### src/rtl/lane_rot_pkg.sv
// Shared definitions for the pipelined lane rotator: mode encodings and a
// constant-evaluable ceil(log2) used to derive the stage count.
package lane_rot_pkg;

    localparam logic [1:0] MODE_ROT_DN = 2'b00;
    localparam logic [1:0] MODE_ROT_UP = 2'b01;
    localparam logic [1:0] MODE_SHF_DN = 2'b10;
    localparam logic [1:0] MODE_SHF_UP = 2'b11;

    function automatic int unsigned clog2(input int unsigned value);
        int unsigned r;
        r = 0;
        for (int unsigned i = 0; i < 32; i++) begin
            if ((33'd1 << i) < 33'(value)) r = i + 1;
        end
        return r;
    endfunction

endpackage

### src/rtl/lane_rot_stage.sv
// One registered butterfly stage: moves all lanes by 2^LEVEL when the carried
// amount bit LEVEL is set, honouring direction and rotate/zero-fill mode.
module lane_rot_stage
    import lane_rot_pkg::*;
#(
    parameter int unsigned N     = 8,
    parameter int unsigned W     = 8,
    parameter int unsigned AW    = 3,
    parameter int unsigned LEVEL = 0
) (
    input  logic           clk,
    input  logic           reset,
    input  logic           en,
    input  logic           in_valid,
    input  logic [N*W-1:0] in_data,
    input  logic [AW-1:0]  in_amt,
    input  logic [1:0]     in_mode,
    output logic           out_valid,
    output logic [N*W-1:0] out_data,
    output logic [AW-1:0]  out_amt,
    output logic [1:0]     out_mode
);

    localparam int unsigned STEP = 32'd1 << LEVEL;

    logic           move;
    logic           dir_up;
    logic           fill;
    logic [N*W-1:0] next_data;

    assign move   = in_amt[LEVEL];
    assign dir_up = in_mode[0];
    assign fill   = in_mode[1];

    // Per-lane source select; out-of-range sources wrap for rotate, zero for shift.
    for (genvar i = 0; i < N; i++) begin : g_lane
        logic [W-1:0] own;
        logic [W-1:0] dn_lane;
        logic [W-1:0] up_lane;

        assign own = in_data[i*W +: W];

        if (i + STEP < N) begin : g_dn_in
            assign dn_lane = in_data[(i+STEP)*W +: W];
        end else begin : g_dn_wrap
            assign dn_lane = fill ? '0 : in_data[(i+STEP-N)*W +: W];
        end

        if (i >= STEP) begin : g_up_in
            assign up_lane = in_data[(i-STEP)*W +: W];
        end else begin : g_up_wrap
            assign up_lane = fill ? '0 : in_data[(i+N-STEP)*W +: W];
        end

        assign next_data[i*W +: W] = !move ? own : (dir_up ? up_lane : dn_lane);
    end

    always_ff @(posedge clk or negedge reset) begin
        if (!reset) begin
            out_valid <= 1'b0;
            out_data  <= '0;
            out_amt   <= '0;
            out_mode  <= 2'b00;
        end else if (en) begin
            out_valid <= in_valid;
            out_data  <= next_data;
            out_amt   <= in_amt;
            out_mode  <= in_mode;
        end
    end

endmodule

### src/rtl/lane_rotator_pipe.sv
// Streaming lane rotator/shifter: AW registered butterfly stages under a single
// global stall, valid/ready on both sides, one transaction per cycle.
module lane_rotator_pipe
    import lane_rot_pkg::*;
#(
    parameter int unsigned  N  = 8,
    parameter int unsigned  W  = 8,
    localparam int unsigned AW = clog2(N)
) (
    input  logic           clk,
    input  logic           reset,
    input  logic           in_valid,
    output logic           in_ready,
    input  logic [N*W-1:0] in_data,
    input  logic [AW-1:0]  in_amt,
    input  logic [1:0]     in_mode,
    output logic           out_valid,
    input  logic           out_ready,
    output logic [N*W-1:0] out_data
);

    logic           advance;
    logic [AW:0]    vld;
    logic [N*W-1:0] dat  [AW+1];
    logic [AW-1:0]  amt  [AW+1];
    logic [1:0]     mode [AW+1];

    // Whole pipe moves only when the output slot is empty or being drained.
    assign advance  = !out_valid || out_ready;
    assign in_ready = advance;

    assign vld[0]  = in_valid;
    assign dat[0]  = in_data;
    assign amt[0]  = in_amt;
    assign mode[0] = in_mode;

    for (genvar k = 0; k < AW; k++) begin : g_stage
        lane_rot_stage #(
            .N     (N),
            .W     (W),
            .AW    (AW),
            .LEVEL (k)
        ) u_stage (
            .clk       (clk),
            .reset     (reset),
            .en        (advance),
            .in_valid  (vld[k]),
            .in_data   (dat[k]),
            .in_amt    (amt[k]),
            .in_mode   (mode[k]),
            .out_valid (vld[k+1]),
            .out_data  (dat[k+1]),
            .out_amt   (amt[k+1]),
            .out_mode  (mode[k+1])
        );
    end

    assign out_valid = vld[AW];
    assign out_data  = dat[AW];

endmodule
### config.mk
export PLATFORM = sky130hd
export DESIGN_NAME = lane_rotator_pipe
export DESIGN_NICKNAME = d
export VERILOG_FILES = /design/src/rtl/lane_rot_pkg.sv /design/src/rtl/lane_rot_stage.sv /design/src/rtl/lane_rotator_pipe.sv
export SDC_FILE = /design/constraint.sdc
export NUM_CORES = 1
export LEC_CHECK = 0
export CAP_MARGIN = 40
export CORE_UTILIZATION = 57
export CTS_CLUSTER_SIZE = 12
export DETAILED_ROUTE_END_ITERATION = 6
export PLACE_DENSITY = 0.81
export SLEW_MARGIN = 10
export SYNTH_ARGS = -nofsm -noshare
export SYNTH_HDL_FRONTEND = slang
export SYNTH_HIERARCHICAL = 1
export SYNTH_SLANG_ARGS = --single-unit
### constraint.sdc
create_clock -name clk -period 1.5 [get_ports clk]
set_input_delay 0.3 -clock clk [delete_from_list [all_inputs] [get_ports clk]]
set_output_delay 0.3 -clock clk [all_outputs]
set_load 0.1 [all_outputs]
==> tab_implementation.tex <==
\begin{tabular}{lr}
\hline
Metric & Value \\
\hline
\multicolumn{2}{l}{\textbf{Clock network}} \\
\quad Number of buffers created by CTS & 21 \\
\quad Cell at the root of the clock tree & sky130\_fd\_sc\_hd\_\_clkbuf\_16 \\
\quad CTS clk-pin slew, worst paths & about 0.06 ns \\
\quad Bufs on Longest Clock Path & 3 \\
\quad Clock H-tree levels & 1 \\
\quad TritonCTS clock tree & built \\
\quad CTS Sinks & 202 \\
\quad Clk\_lat worst skew & about 0.52 ns \\
\multicolumn{2}{l}{\textbf{Power and ir drop}} \\
\quad Pwr per Cell Area & roughly 2500 nW/um\^{}2 \\
\quad Switching pwr & about 21 mW \\
\quad Combinational share of power & about three fifths \\
\quad Part of the total power dissipated in sequential elements & 27.0\% \\
\quad Fraction of power spent switching nets & between 40 and 50\% \\
\quad Total internal power & $\sim$21 mW \\
\quad Maximum vdd drop & around 950 uV \\
\quad Fraction of power consumed by the clock network & between 10\% and 20\% \\
\quad Leakage & $\sim$7.1 nW \\
\multicolumn{2}{l}{\textbf{GRT}} \\
\quad Wire length of the first global-routing pass & 52.0 mm \\
\quad GR Util All Layers & around a third \\
\quad Global routing's busiest layer & met2 \\
\quad Maximum number of pins on one net before global-route repair & 74 \\
\quad Number of global-route vias before repair & around 9300 \\
\quad Global Route met1 Usage & between 40 and 50\% \\
\quad Number of antenna violations at the first check in global routing & 0 \\
\quad Met3 Track Usage GR & 4.33\% \\
\quad Met2 global-route usage & 53.6\% \\
\quad Total grt overflow & 0 \\
\multicolumn{2}{l}{\textbf{Critical path}} \\
\quad Beginning of the worst register-to-register path & g\_stage[2].u\_stage/out\_valid\$\_DFFE\_PN0P\_ \\
\quad Data arrival time at the worst-slack endpoint & between 2 and 2.5 ns \\
\quad Path depth of the worst reg2reg path & 6 \\
\quad Data required time of the worst path & 1.85 ns \\
\quad Critical Path Sink Type & flip-flop \\
\quad R2r setup slk & -0.36 ns \\
\quad Kind of critical path & flip-flop to flip-flop \\
\quad Worst flop-to-flop path endpoint & g\_stage[1].u\_stage/out\_data[58]\$\_DFFE\_PN0P\_ \\
\quad Critical path startpoint category & flip-flop \\
\quad Maximum net fanout on the critical path & 28 \\
\multicolumn{2}{l}{\textbf{Worst hold path}} \\
\quad Type of the worst min-delay path & input port to async pin \\
\multicolumn{2}{l}{\textbf{Finish}} \\
\quad FF+latch area & roughly 5000 sq um \\
\quad Signed area change from the synthesized netlist to the final layout & 49.3\% \\
\quad Number of fill cells in the layout & 732 \\
\quad Proportion of layout cells with a drive suffix above 1 & between 30\% and 40\% \\
\quad Area of the multi-input gates & approximately 6900 sq um \\
\quad Final standard cell utilization of the core & between 80\% and 90\% \\
\quad Number of nets in the layout & approximately 1300 \\
\quad Number of antenna cells inserted & 0 \\
\multicolumn{2}{l}{\textbf{Detailed routing}} \\
\quad Overall routed net length & between 40 and 50 mm \\
\quad Vias after detailed routing & 10900 \\
\quad Number of DRC markers in iteration 0 & 1457 \\
\quad Via-to-Cell Ratio & approximately 7 \\
\quad DRC violations left & 0 \\
\quad Remaining number of nets flagged by the antenna check after routing & 0 \\
\quad Per-cell routed wire length & $\sim$29 microns \\
\quad Number of detailed-route iterations in the first pass & 6 \\
\multicolumn{2}{l}{\textbf{Floorplanning}} \\
\quad Die outline area & between 20000 and 25000 sq um \\
\quad Die X & roughly 140 microns \\
\quad Ports & approximately 140 \\
\quad Die outline height & around 140 microns \\
\quad Core area & 19500 sq um \\
\quad Placement Rows & $\sim$50 \\
\quad Starting density of the core & approximately 58\% \\
\multicolumn{2}{l}{\textbf{Synth}} \\
\quad Total nets after synthesis & 1169 \\
\quad Post-synthesis cell count & 1096 \\
\quad Mapped Avg Cell Area & between 10 and 15 sq um \\
\quad Number of warnings reported in the yosys synthesis log & 6 \\
\quad Cell Area, Synth & 11300 sq um \\
\multicolumn{2}{l}{\textbf{Run}} \\
\quad Max-cap check violation count & 0 \\
\multicolumn{2}{l}{\textbf{STA}} \\
\quad Smallest setup slack after layout & -0.361 ns \\
\quad Slew margin rel. & about three fifths \\
\quad Final setup viols & 203 \\
\quad Actual slew at the worst max-slew pin & around 0.63 ns \\
\quad Final min period & $\sim$1.9 ns \\
\quad Clock tree skew after final layout & between 0.02 and 0.025 ns \\
\quad Final Hold Viols & 0 \\
\quad Highest clock rate & between 0.5 and 0.6 GHz \\
\quad Setup tns final & -36.95 ns \\
\quad Setup repair after global routing missed its margin & yes \\
\quad Share of the cycle needed by the critical path after routing & 124\% \\
\quad Max Transition Viols Final & 0 \\
\multicolumn{2}{l}{\textbf{Place}} \\
\quad Place WS & -0.371 ns \\
\quad IO buf count & 138 \\
\quad Detailed Place HPWL & $\sim$22 mm \\
\quad Final weighted congestion in routability-driven placement & $\sim$0.89 \\
\multicolumn{2}{l}{\textbf{Outcome}} \\
\quad Failing checks & negative setup slack \\
\quad Outcome & complete, but fails checks \\
\hline
\end{tabular}
-- flip-flops by register name (all words and copies together), names as in the netlist --
register and count:
g_stage.u_stage/out_amt 3, g_stage.u_stage/out_valid 3, g_stage.u_stage/out_mode 4, g_stage.u_stage/out_data 192
-- cell usage in the layout (no fill, tap or decap), types with 19 or more instances in the layout --
cell type,instances
sky130_fd_sc_hd__nand3b_1,64
sky130_fd_sc_hd__inv_1,65
sky130_fd_sc_hd__buf_4,42
sky130_fd_sc_hd__buf_12,97
sky130_fd_sc_hd__o311ai_2,26
sky130_fd_sc_hd__nor2_1,176
sky130_fd_sc_hd__a211oi_2,30
sky130_fd_sc_hd__nand2b_1,64
sky130_fd_sc_hd__a221oi_4,23
sky130_fd_sc_hd__mux2_4,27
sky130_fd_sc_hd__mux2i_1,80
sky130_fd_sc_hd__mux2_2,63
sky130_fd_sc_hd__a21oi_1,80
sky130_fd_sc_hd__dfrtp_1,199
sky130_fd_sc_hd__clkdlybuf4s50_1,69
sky130_fd_sc_hd__a221oi_2,23
sky130_fd_sc_hd__o311ai_4,37
sky130_fd_sc_hd__a211oi_1,19
sky130_fd_sc_hd__clkbuf_16,37
-- repair_timing --
item                                   CTS  global route
pin swaps                                0             9
gates resized for setup                 41           190
endpoints found under the hold margin   31             0
setup endpoints to repair               41           196
gates cloned                             2            22
hold buffers                             1             0
setup buffers                            4            15
-- routing by layer --
layer | vias to the layer above | wire length [microns]
li1 | 4293 | -
met1 | 5322 | 16200
met2 | 1041 | 20500
met3 | 293 | 4960
met4 | 0 | 3020
met5 | - | 0
-- metrics by stage --
stage | hold slack (ns) | instances | total power, mW | cell area, sq um
2_1_floorplan | 0.00441 | 1096 | 23.0 | 11500
3_3_place_gp | 0.262 | 1462 | 29.9 | 13900
3_5_place_dp | 0.265 | 1462 | 30.5 | 13900
4_1_cts | 0.268 | 1501 | 36.0 | 14900
5_1_grt | 0.332 | 1538 | 43.4 | 16800
6_report | 0.300 | 1538 | 42.5 | 16800
-- how the worst max path moves through the flow --
stage | endpoint | from | slack, ns
CTS | in_ready | g_stage[2].u_stage/out_valid$_DFFE_PN0P_ | -0.28
global route | g_stage[1].u_stage/out_data[58]$_DFFE_PN0P_ | g_stage[2].u_stage/out_valid$_DFFE_PN0P_ | -0.33
finish | g_stage[1].u_stage/out_data[58]$_DFFE_PN0P_ | g_stage[2].u_stage/out_valid$_DFFE_PN0P_ | -0.36
floorplan | g_stage[0].u_stage/out_data[41]$_DFFE_PN0P_ | g_stage[2].u_stage/out_valid$_DFFE_PN0P_ | -0.31
detailed placement | g_stage[2].u_stage/out_data[44]$_DFFE_PN0P_ | out_ready | -0.37
global placement | g_stage[2].u_stage/out_data[17]$_DFFE_PN0P_ | out_ready | -0.35
-- cell type report --
class / instances / share of cell area, %
inverters: 66 / 1.49
well taps: 265 / 1.97
flip-flops and latches: 202 / 30.1
clock inverters: 1 / 0.0297
multi-input cells: 728 / 41.2
repair buffers: 245 / 21.7
clock buffers: 31 / 3.52
-- critical path: stages, from the launching register on --
cell and delay (ns):
sky130_fd_sc_hd__dfrtp_4 0.49, sky130_fd_sc_hd__nand2b_4 0.12, sky130_fd_sc_hd__buf_12 0.12, sky130_fd_sc_hd__buf_4 0.25, sky130_fd_sc_hd__buf_12 0.22, sky130_fd_sc_hd__nor2_1 0.09, sky130_fd_sc_hd__a211oi_1 0.40
-- power groups by stage --
stage	sequential (mW)	clock, mW	combinational [mW]
after global placement	10.6	0	19.3
after floorplan	15.7	0	7.27
after global routing	11.6	5.12	26.7
after CTS	10.7	4.73	20.5
final	11.5	4.90	26.1
after detailed placement	10.8	0	19.7
No activity file was read; power rests on OpenSTA's default activity.
